**src/rtl/hex_display_arbiter_pkg.sv**
```systemverilog
// Shared types and segment tables for the HEX display arbiter.
// Segment images are active low, bit0 = a ... bit6 = g.
package hex_disp_pkg;

  typedef enum logic [2:0] {
    ST_INIT,
    ST_IDLE,
    ST_WRITE_ECHO,
    ST_WRITE_MSG,
    ST_HOLD
  } state_t;

  localparam logic [6:0]  SEG_BLANK = 7'h7F;
  localparam logic [6:0]  SEG_DASH  = 7'h3F;
  localparam logic [27:0] IMG_BLANK = {4{SEG_BLANK}};

  // Non-decimal nibbles show a dash rather than a hex glyph.
  function automatic logic [6:0] bcd_to_seg(input logic [3:0] nibble);
    logic [6:0] seg;
    case (nibble)
      4'd0:    seg = 7'h40;
      4'd1:    seg = 7'h79;
      4'd2:    seg = 7'h24;
      4'd3:    seg = 7'h30;
      4'd4:    seg = 7'h19;
      4'd5:    seg = 7'h12;
      4'd6:    seg = 7'h02;
      4'd7:    seg = 7'h78;
      4'd8:    seg = 7'h00;
      4'd9:    seg = 7'h10;
      default: seg = SEG_DASH;
    endcase
    return seg;
  endfunction

  // Images are {HEX3, HEX2, HEX1, HEX0}, leftmost character first.
  function automatic logic [27:0] msg_image(input logic [2:0] code);
    logic [27:0] img;
    case (code)
      3'd0:    img = IMG_BLANK;
      3'd1:    img = {7'h40, 7'h0C, 7'h06, 7'h2B};
      3'd2:    img = {7'h06, 7'h2F, 7'h2F, SEG_BLANK};
      3'd3:    img = {7'h47, 7'h40, 7'h46, SEG_BLANK};
      3'd4:    img = {4{SEG_DASH}};
      3'd5:    img = {4{7'h00}};
      default: img = {4{SEG_DASH}};
    endcase
    return img;
  endfunction

endpackage

```
**src/rtl/hex_display_arbiter_if.sv**
```systemverilog
// Avalon-MM write-only link between the arbiter and the HEX PIO slave.
interface hex_display_arbiter_if;
  logic [1:0]  pio_address;
  logic        pio_chipselect;
  logic        pio_write_n;
  logic [31:0] pio_writedata;

  modport master (
    output pio_address, pio_chipselect, pio_write_n, pio_writedata
  );

  modport slave (
    input pio_address, pio_chipselect, pio_write_n, pio_writedata
  );
endinterface

```
**src/rtl/hex_display_arbiter_sevenseg_encode.sv**
```systemverilog
// One digit: BCD nibble plus enable to an active-low 7-segment pattern.
module sevenseg_encode
  import hex_disp_pkg::*;
(
  input  logic [3:0] i_nibble,
  input  logic       i_enable,
  output logic [6:0] o_seg
);

  assign o_seg = i_enable ? bcd_to_seg(i_nibble) : SEG_BLANK;

endmodule

```
**src/rtl/hex_display_arbiter.sv**
```systemverilog
// Shares the four-digit HEX PIO between keypad echo and timed status messages.
// Every display change is a single-cycle PIO write.
//
// state      | meaning
// INIT       | first cycle after reset, blank write issued
// IDLE       | waiting for a message or a pending echo image
// WRITE_ECHO | strobing the newest echo image
// WRITE_MSG  | strobing a message image, loading the hold timer
// HOLD       | message on display, timer counting down
module hex_display_arbiter
  import hex_disp_pkg::*;
#(
  parameter int HOLD_CYCLES = 50000000,
  parameter int CNT_W       = 26
) (
  input  logic                  clk,
  input  logic                  reset_n,
  input  logic                  echo_valid,
  input  logic [15:0]           echo_digits,
  input  logic [3:0]            echo_mask,
  input  logic                  msg_valid,
  input  logic [2:0]            msg_code,
  output logic                  msg_ready,
  output logic                  busy,
  hex_display_arbiter_if.master pio
);

  state_t           r_state;
  state_t           w_state_nxt;
  logic [15:0]      r_shadow_digits;
  logic [3:0]       r_shadow_mask;
  logic             r_pending;
  logic             w_pending_nxt;
  logic [CNT_W-1:0] r_hold_cnt;
  logic             w_hold_done;
  logic             r_cs;
  logic             r_write_n;
  logic [27:0]      r_image;
  logic [15:0]      w_digits_nxt;
  logic [3:0]       w_mask_nxt;
  logic [27:0]      w_echo_img;

  // Encode the shadow as it will be after this edge, so an echo arriving in
  // the same cycle as the write decision is the one that gets written.
  assign w_digits_nxt = echo_valid ? echo_digits : r_shadow_digits;
  assign w_mask_nxt   = echo_valid ? echo_mask   : r_shadow_mask;
  assign w_hold_done  = (r_hold_cnt == '0);

  for (genvar g = 0; g < 4; g++) begin : g_digit
    sevenseg_encode u_enc (
      .i_nibble (w_digits_nxt[4*g +: 4]),
      .i_enable (w_mask_nxt[g]),
      .o_seg    (w_echo_img[7*g +: 7])
    );
  end

  always_comb begin
    w_state_nxt   = r_state;
    w_pending_nxt = r_pending | echo_valid;
    case (r_state)
      ST_INIT: w_state_nxt = ST_IDLE;
      ST_IDLE: begin
        if (msg_valid)      w_state_nxt = ST_WRITE_MSG;
        else if (r_pending) w_state_nxt = ST_WRITE_ECHO;
      end
      ST_WRITE_ECHO: begin
        w_state_nxt   = ST_IDLE;
        w_pending_nxt = echo_valid;
      end
      ST_WRITE_MSG: w_state_nxt = ST_HOLD;
      ST_HOLD: begin
        if (msg_valid) begin
          w_state_nxt = ST_WRITE_MSG;
        end else if (w_hold_done) begin
          w_state_nxt   = ST_IDLE;
          w_pending_nxt = 1'b1;
        end
      end
      default: w_state_nxt = ST_INIT;
    endcase
  end

  always_ff @(posedge clk or negedge reset_n) begin
    if (!reset_n) begin
      r_state         <= ST_INIT;
      r_shadow_digits <= '0;
      r_shadow_mask   <= '0;
      r_pending       <= 1'b0;
      r_hold_cnt      <= '0;
    end else begin
      r_state   <= w_state_nxt;
      r_pending <= w_pending_nxt;
      if (echo_valid) begin
        r_shadow_digits <= echo_digits;
        r_shadow_mask   <= echo_mask;
      end
      if (r_state == ST_WRITE_MSG)
        r_hold_cnt <= CNT_W'(HOLD_CYCLES - 1);
      else if (r_state == ST_HOLD && !w_hold_done)
        r_hold_cnt <= r_hold_cnt - 1'b1;
    end
  end

  // Strobe registers load on the edge that enters a write state, so the
  // strobe coincides with that state; the INIT blank lands one cycle later.
  always_ff @(posedge clk or negedge reset_n) begin
    if (!reset_n) begin
      r_cs      <= 1'b0;
      r_write_n <= 1'b1;
      r_image   <= '0;
    end else begin
      r_cs      <= 1'b0;
      r_write_n <= 1'b1;
      if (r_state == ST_INIT) begin
        r_cs      <= 1'b1;
        r_write_n <= 1'b0;
        r_image   <= IMG_BLANK;
      end else if (w_state_nxt == ST_WRITE_MSG) begin
        r_cs      <= 1'b1;
        r_write_n <= 1'b0;
        r_image   <= msg_image(msg_code);
      end else if (w_state_nxt == ST_WRITE_ECHO) begin
        r_cs      <= 1'b1;
        r_write_n <= 1'b0;
        r_image   <= w_echo_img;
      end
    end
  end

  assign msg_ready = (r_state == ST_IDLE) || (r_state == ST_HOLD);
  assign busy      = (r_state == ST_HOLD);

  assign pio.pio_address    = 2'b00;
  assign pio.pio_chipselect = r_cs;
  assign pio.pio_write_n    = r_write_n;
  assign pio.pio_writedata  = {4'h0, r_image};

endmodule

```
**src/flat_wrapper.sv**
```systemverilog
// flat-port wrapper written by rule: the top's interface ports become plain ports
module hex_display_arbiter_flat import hex_disp_pkg::*;
#(
  parameter int HOLD_CYCLES = 50000000,
  parameter int CNT_W       = 26
)
  (clk, reset_n, echo_valid, echo_digits, echo_mask, msg_valid, msg_code, msg_ready, busy, pio_pio_address, pio_pio_chipselect, pio_pio_write_n, pio_pio_writedata);
  hex_display_arbiter_if pio_i ();
  input  logic clk;
  input  logic reset_n;
  input  logic echo_valid;
  input  logic [15:0] echo_digits;
  input  logic [3:0] echo_mask;
  input  logic msg_valid;
  input  logic [2:0] msg_code;
  output logic msg_ready;
  output logic busy;
  output wire logic [$bits(pio_i.pio_address)-1:0] pio_pio_address;
  output wire logic [$bits(pio_i.pio_chipselect)-1:0] pio_pio_chipselect;
  output wire logic [$bits(pio_i.pio_write_n)-1:0] pio_pio_write_n;
  output wire logic [$bits(pio_i.pio_writedata)-1:0] pio_pio_writedata;
  assign pio_pio_address = pio_i.pio_address;
  assign pio_pio_chipselect = pio_i.pio_chipselect;
  assign pio_pio_write_n = pio_i.pio_write_n;
  assign pio_pio_writedata = pio_i.pio_writedata;
  hex_display_arbiter #(.HOLD_CYCLES(HOLD_CYCLES), .CNT_W(CNT_W)) u_core (.clk(clk), .reset_n(reset_n), .echo_valid(echo_valid), .echo_digits(echo_digits), .echo_mask(echo_mask), .msg_valid(msg_valid), .msg_code(msg_code), .msg_ready(msg_ready), .busy(busy), .pio(pio_i));
endmodule
```
**config.mk**
```make
export PLATFORM = sky130hd
export DESIGN_NAME = hex_display_arbiter_flat
export DESIGN_NICKNAME = d
export VERILOG_FILES = /design/src/rtl/hex_display_arbiter_pkg.sv /design/src/rtl/hex_display_arbiter_if.sv /design/src/rtl/hex_display_arbiter_sevenseg_encode.sv /design/src/rtl/hex_display_arbiter.sv /design/src/flat_wrapper.sv
export SDC_FILE = /design/constraint.sdc
export NUM_CORES = 1
export LEC_CHECK = 0
export ABC_AREA = 1
export CAP_MARGIN = 10
export CORE_MARGIN = 4
export CORE_UTILIZATION = 61
export DETAILED_ROUTE_END_ITERATION = 16
export GPL_TIMING_DRIVEN = 0
export PLACE_DENSITY = 0.86
export SYNTH_ARGS = -nofsm -noshare
export SYNTH_HDL_FRONTEND = slang
export SYNTH_SLANG_ARGS = --single-unit
```
**constraint.sdc**
```tcl
create_clock -name clk -period 3.1 [get_ports clk]
set_input_delay 0.775 -clock clk [delete_from_list [all_inputs] [get_ports clk]]
set_output_delay 0.775 -clock clk [all_outputs]
set_load 0.02 [all_outputs]
```
==> results of run 1 <==
layout make-up:
| cell class | count | area [um2] | share of cell area (%) |
|---|---|---|---|
| plain buffers | 30 | 176.4 | 2.789 |
| clock buffers | 9 | 123.9 | 1.958 |
| clock inverters | 7 | 96.34 | 1.523 |
| inverters | 107 | 401.6 | 6.349 |
| multi-input cells | 574 | 2808 | 44.38 |
| flip-flops and latches | 80 | 2003 | 31.67 |
| well taps | 105 | 131.4 | 2.077 |
| repair buffers | 57 | 585.6 | 9.256 |
per-stage QoR:
step / power [mW] / area, um2 / hold WS [ns]
6_report: 5.290 / 6326 / 0.3305
5_1_grt: 5.717 / 6326 / 0.3606
4_1_cts: 5.263 / 6326 / 0.3456
3_5_place_dp: 4.391 / 6106 / 0.4773
3_3_place_gp: 4.276 / 6081 / 0.4671
2_1_floorplan: 3.478 / 5389 / 0.4521
cells by family after synthesis:
group,count (synthesis)
xor gates and xnor gates,2
DFF,80
AOI/OAI and AO/OA,34
other,1
and+or+nand+nor,511
adders and majority gates,21
buffers and inverters,137
worst max-delay path: stages (launching register included):
cell	delay, ns
dfrtp_1	0.43
nor2_1	0.18
nand2_2	0.12
nand2_2	0.14
clkdlybuf4s50_1	0.66
routing by layer:
layer	wire length, um	GRT usage, %	up-vias
met5	0	0	-
met4	344	11.50	0
met3	1270	6.416	36
met2	6445	46.58	261
met1	6033	38.18	2503
li1	-	-	2590
flip-flops by register name, indices dropped and copies added, names as in the netlist:
register and count:
u_core.r_shadow_mask 4, u_core.r_state 3, u_core.r_pending 1, u_core.r_image 28, u_core.pio.pio_write_n 1, u_core.pio.pio_chipselect 1
u_core.r_shadow_digits 16, u_core.r_hold_cnt 26
Yosys cell counts (all sizes together):
| cell | count |
|---|---|
| a21oi | 4 |
| nand4 | 17 |
| o21ai | 23 |
| o211ai | 3 |
| nor3 | 1 |
| nand3b | 10 |
| inv | 107 |
| dfstp | 1 |
| or2 | 34 |
| ha | 21 |
| nand3 | 117 |
| nand2 | 275 |
| dfrtp | 79 |
| clkbuf | 3 |
| xor2 | 2 |
| buf | 27 |
| nor2 | 57 |
| a21o | 3 |
| o21bai | 1 |
| conb | 1 |
final timing paths:
path                                                        endpoint  slack [ns]  cells after the start
max in group asynchronous           u_core.pio.pio_write_n$_DFF_PN1_        2.13                      2
worst min register to register        u_core.r_image[22]$_DFFE_PN0P_        0.50                      2
min in group clk                      u_core.r_image[22]$_DFFE_PN0P_        0.50                      2
worst max register to register     u_core.r_hold_cnt[20]$_DFFE_PN0P_        1.14                     10
worst min-delay path            u_core.r_shadow_digits[13]$_DFF_PN0_        0.33                      1
worst max-delay path                                       msg_ready        0.44                      4
power by group through the flow:
stage | registers (mW) | logic (mW) | clock network [mW]
global route | 1.66 | 3.14 | 0.917
floorplan | 1.74 | 1.74 | 0
finish | 1.62 | 2.81 | 0.865
CTS | 1.61 | 2.79 | 0.869
global placement | 1.61 | 2.66 | 0
detailed placement | 1.63 | 2.77 | 0
==> results.md, run 1 <==
- Status: completed
- Final #Nets: 907
- Sw power: 2.459 mW
- Placed Cells: 953
- Fillcell total: 672
- Most frequent cells in the layout: nand2_1, nand3_1, inv_1, dfrtp_1, clkdlybuf4s50_1
- Gate Count Post-Synth: 786
- Antenna Nets Post-Route: 0
- Fmax: 375.3 MHz
- Unique cell type count in the Yosys netlist: 33
- Core ar.: 8382 um2
- Unrepaired setup endpoints after global routing: no
- Crit start category: flop
- Worst reg2reg path startpoint: u_core.r_hold_cnt[0]$_DFFE_PN0P_
- Final slew viol count: 0
- Cell taking the most area after synthesis: dfrtp_1
- Clock-pin slew on the worst setup and hold paths: 0.09 ns
- Hold buffer count at CTS: 0
- Synth Area in Compound Gates: 3.658%
- Area contributors post-synth: dfrtp_1, nand2_1, nand3_1
- Layout cell share with drive strength beyond 1: 8.102%
- Crit path max fanout: 5
- Setup crit start: u_core.r_state[0]$_DFF_PN0_
- First-pass DRT Iterations: 5
- Buffers added on ports: 56
- Leakage: 3.428 nW
- IO Pins: 65
- Largest net degree at the start of global routing: 54
- Fin worst setup slack: 0.4356 ns
- Postcts setup bufs: 0
- # rows: 33
- CTS root buf: clkbuf_8
- Comb power frac: 53.1%
- Post-synthesis cell area: 5370 um2
- Final setup violation count: 0
- Post-synthesis sequential area ratio: 37.30%
- Dpl hpwl: 10460 um
- Post-synth top area share: 36.81%
- Worst-Skew Late Latency: 0.36 ns
- Inserted Diodes: 0
- Mux contribution to synthesized area: 0%
- Min-delay worst type: input pin to async pin
- Final min period: 2.664 ns
- Clock tree buffer depth: 2
- Adder-Cell Fraction of Synth Area: 4.893%
- YS warnings: 0
- Starting Density: 64.07%
- #FFs+latches synth: 80
- Tcrit/Tclk final: 85.95%
- Largest family of logic cells by synthesized area: simple AND/OR/NAND/NOR gates
- Xor/xnor cell area share of the yosys netlist: 0.3262%
- Post-placement setup slack: 0.4444 ns
- WS Path Type: flop to output port
- Flop pwr share: 30.6%
- DR iter-0 viols: 569
- Via count: 5390
- CTS sink cnt: 80
- Switching portion of total power: 46.49%
- Fin util: 75.47%
- Tot GR Track Use: 28.91%
- First-pass GRT wire length: 23940 um
- Most common cell after layout, fill and taps aside: nand2_1
- Nature of the critical path endpoint: output port
- Setup Skew: 0.009782 ns
- Resize count post-CTS: 0
- Final Non-Filler Cells: 969
- H-tree levels: 3
- Drt wl/cell: 14.54 um
- CTS buffer count: 9
- Initial antenna violation count: 0
- Area growth syn-to-layout: 17.80%
- Die H: 101.8 um
- Maximum VDD drop: 0.6099 mV
- Gr ovfl total: 0
- Number of global-route vias before repair: 5320
- MaxCap Viol Count: 0
- Setup TNS: 0 ns
- Clock share of power: 16.4%
- P_int: 2.831 mW
- CP required: 2.32 ns
- CTS tree: done
- Die area: 10370 um2
- Area share of and/or/nand/nor cells after synthesis: 42.99%
- PwrDens: 836.2 nW/um2
- Avg Cell Area, Syn: 6.832 um2
- Hold Violations, Final: 0
- DRC: 0
- Via/cell ratio: 5.562
- Die width: 101.8 um
- Crit path DAT: 1.89 ns
- RePlAce Congestion: 0.9859
- Total wire length: 14090 um
Note: power is estimated with default switching activity, not from simulation.
==> run 2, diff against run 1 <==
--- a/config.mk
+++ b/config.mk
@@ -8,10 +8,11 @@
 export ABC_AREA = 1
 export CAP_MARGIN = 10
 export CORE_MARGIN = 4
-export CORE_UTILIZATION = 61
+export CORE_UTILIZATION = 60
 export DETAILED_ROUTE_END_ITERATION = 16
-export GPL_TIMING_DRIVEN = 0
+export GPL_TIMING_DRIVEN = 1
 export PLACE_DENSITY = 0.86
 export SYNTH_ARGS = -nofsm -noshare
 export SYNTH_HDL_FRONTEND = slang
+export SYNTH_HIERARCHICAL = 1
 export SYNTH_SLANG_ARGS = --single-unit
==> results.md, run 2 <==
- H-tree levels: 3
- Cell taking the most area after synthesis: dfrtp_1
- Hold Violations, Final: 0
- Crit start category: flop
- Via/cell ratio: 5.284
- First-pass GRT wire length: 20090 um
- Maximum VDD drop: 0.4011 mV
- DRC: 0
- MaxCap Viol Count: 0
- Die H: 98.90 um
- CTS tree: done
- CP required: 2.32 ns
- CTS root buf: clkbuf_8
- Gr ovfl total: 0
- Inserted Diodes: 0
- Ys async rst share: 100.0%
- #FFs+latches synth: 80
- Via count: 4597
- WS Path Type: flop to output port
- Worst-Skew Late Latency: 0.36 ns
- Number of global-route vias before repair: 4417
- Adder-Cell Fraction of Synth Area: 5.300%
- Antenna Nets Post-Route: 0
- Core ar.: 7888 um2
- Dpl hpwl: 8388 um
- Largest family of logic cells by synthesized area: simple AND/OR/NAND/NOR gates
- Xor/xnor cell area share of the yosys netlist: 0.1767%
- Layout cell share with drive strength beyond 1: 11.33%
- YS warnings: 6
- Placed Cells: 854
- Final slew viol count: 0
- Largest registers: u_core/r_image x28, u_core/r_hold_cnt x26, u_core/r_shadow_digits x16
- Final Non-Filler Cells: 870
- Crit path max fanout: 7
- Hold buffer count at CTS: 0
- Status: completed
- Final min period: 2.624 ns
- RePlAce Congestion: 0.9371
- First-pass DRT Iterations: 5
- Buffers added on ports: 58
- Postcts setup bufs: 0
- Setup Skew: 0.01420 ns
- Most frequent cells in the layout: nand2_1, nor2_1, dfrtp_1, inv_1, clkdlybuf4s50_1
- Total wire length: 11480 um
- Nature of the critical path endpoint: output port
- Most common cell after layout, fill and taps aside: nand2_1
- Resize count post-CTS: 0
- Post-synthesis sequential area ratio: 40.41%
- Slew @ Worst Pin: 0.5200 ns
- Unrepaired setup endpoints after global routing: no
- CTS buffer count: 9
- Area growth syn-to-layout: 17.16%
- Non-Filler Cell Area, Final: 5808 um2
- PwrDens: 786.7 nW/um2
- Clock-pin slew on the worst setup and hold paths: 0.09 ns
- Setup TNS: 0 ns
- Crit path DAT: 1.85 ns
- Final setup violation count: 0
- Mux contribution to synthesized area: 0%
- Min-delay worst type: input pin to async pin
- Most common cell in the synthesized netlist: nand2_1
- Number of flip-flops in the largest register: 28
- Fin util: 73.64%
- Synth Area in Compound Gates: 6.537%
- Post-synth top cells: nand2_1, nor2_1, dfrtp_1, inv_1, nand3_1
- Die area: 9780 um2
- CTS sink cnt: 80
- Die width: 98.90 um
- Starting Density: 62.85%
- Final #Nets: 811
- Rel. slew slack: 65.33%
- Ys flop type: dfrtp_1
- Tot GR Track Use: 24.95%
- Drt wl/cell: 13.20 um
- Clock tree buffer depth: 2
- Avg Cell Area, Syn: 7.032 um2
- Unique cell type count in the Yosys netlist: 36
- IO Pins: 65
- # rows: 32
- Area contributors post-synth: dfrtp_1, nand2_1, nor2_1
- Post-synthesis cell area: 4957 um2
- Largest net degree at the start of global routing: 56
- DR iter-0 viols: 276
- Leakage: 2.779 nW
- Post-synth top area share: 39.88%
- Largest Register: u_core/r_image
- Post-DP Area: 5602 um2
- Number of synthesized flops with an enable pin: 0
- Area share of and/or/nand/nor cells after synthesis: 38.97%
- Fmax: 381.0 MHz
- Initial antenna violation count: 0
- Tcrit/Tclk final: 84.66%
- Gate Count Post-Synth: 705
## run 2: worst paths after layout
| kind | startpoint | end | slack (ns) | cells past startpoint |
|---|---|---|---|---|
| min in group clk | u_core/r_hold_cnt[9]$_DFFE_PN0P_ | u_core/r_hold_cnt[9]$_DFFE_PN0P_ | 0.50 | 1 |
| worst min register to register | u_core/r_hold_cnt[9]$_DFFE_PN0P_ | u_core/r_hold_cnt[9]$_DFFE_PN0P_ | 0.50 | 1 |
| max in group asynchronous | reset_n | u_core/pio.pio_write_n$_DFF_PN1_ | 1.98 | 2 |
| worst max-delay path | u_core/r_state[1]$_DFF_PN0_ | busy | 0.48 | 4 |
| worst max register to register | u_core/r_hold_cnt[0]$_DFFE_PN0P_ | u_core/r_hold_cnt[12]$_DFFE_PN0P_ | 0.75 | 11 |
| worst min-delay path | reset_n | u_core/r_hold_cnt[15]$_DFFE_PN0P_ | 0.37 | 1 |
## run 2: worst max-delay path, cell delays in order, from the launching register on
cell	delay (ns)
dfrtp_1	0.48
nor2_1	0.16
inv_2	0.08
nor2_4	0.15
clkdlybuf4s50_1	0.63
## run 2: layout make-up
cell class / instances / area, um2
clock buffers: 11 / 151.4
well taps: 102 / 127.6
repair buffers: 65 / 643.1
clock inverters: 5 / 55.05
fillers: 596 / 2079
flip-flops and latches: 80 / 2003
inverters: 74 / 277.8
multi-input cells: 533 / 2550
## run 2: metrics by stage
stage / setup slack [ns] / hold slack, ns / power (mW)
after floorplan: 0.9496 / 0.4519 / 3.105
after global placement: 0.3786 / 0.4728 / 3.702
after detailed placement: 0.3130 / 0.4888 / 3.780
after CTS: 0.4604 / 0.3938 / 4.587
after global routing: 0.3927 / 0.4046 / 4.941
final: 0.4755 / 0.3747 / 4.569
## run 2: per-layer routing
metal | vias up | GRT usage, % | part of all wire [%]
li1 | 2295 | - | -
met1 | 2121 | 33.30 | 44
met2 | 166 | 41.27 | 48
met3 | 15 | 4.883 | 6.4
met4 | 0 | 7.353 | 1.6
met5 | - | 0 | 0
## run 2: kinds of logic (layout without fill, tap and decap cells)
| family | after synthesis | count (layout) |
|---|---|---|
| and+or+nand+nor | 447 | 447 |
| buffers and inverters | 97 | 155 |
| DFF | 80 | 80 |
| AOI/OAI and AO/OA | 58 | 58 |
| adders and majority gates | 21 | 21 |
| other | 1 | 6 |
| xor gates and xnor gates | 1 | 1 |
## run 2: report_power, final
group	switching, mW	leakage (nW)	internal, mW
Sequential	0.148	0.875	1.30
Combinational	1.51	1.80	0.813
Clock	0.388	0.101	0.413
Total	2.05	2.78	2.52
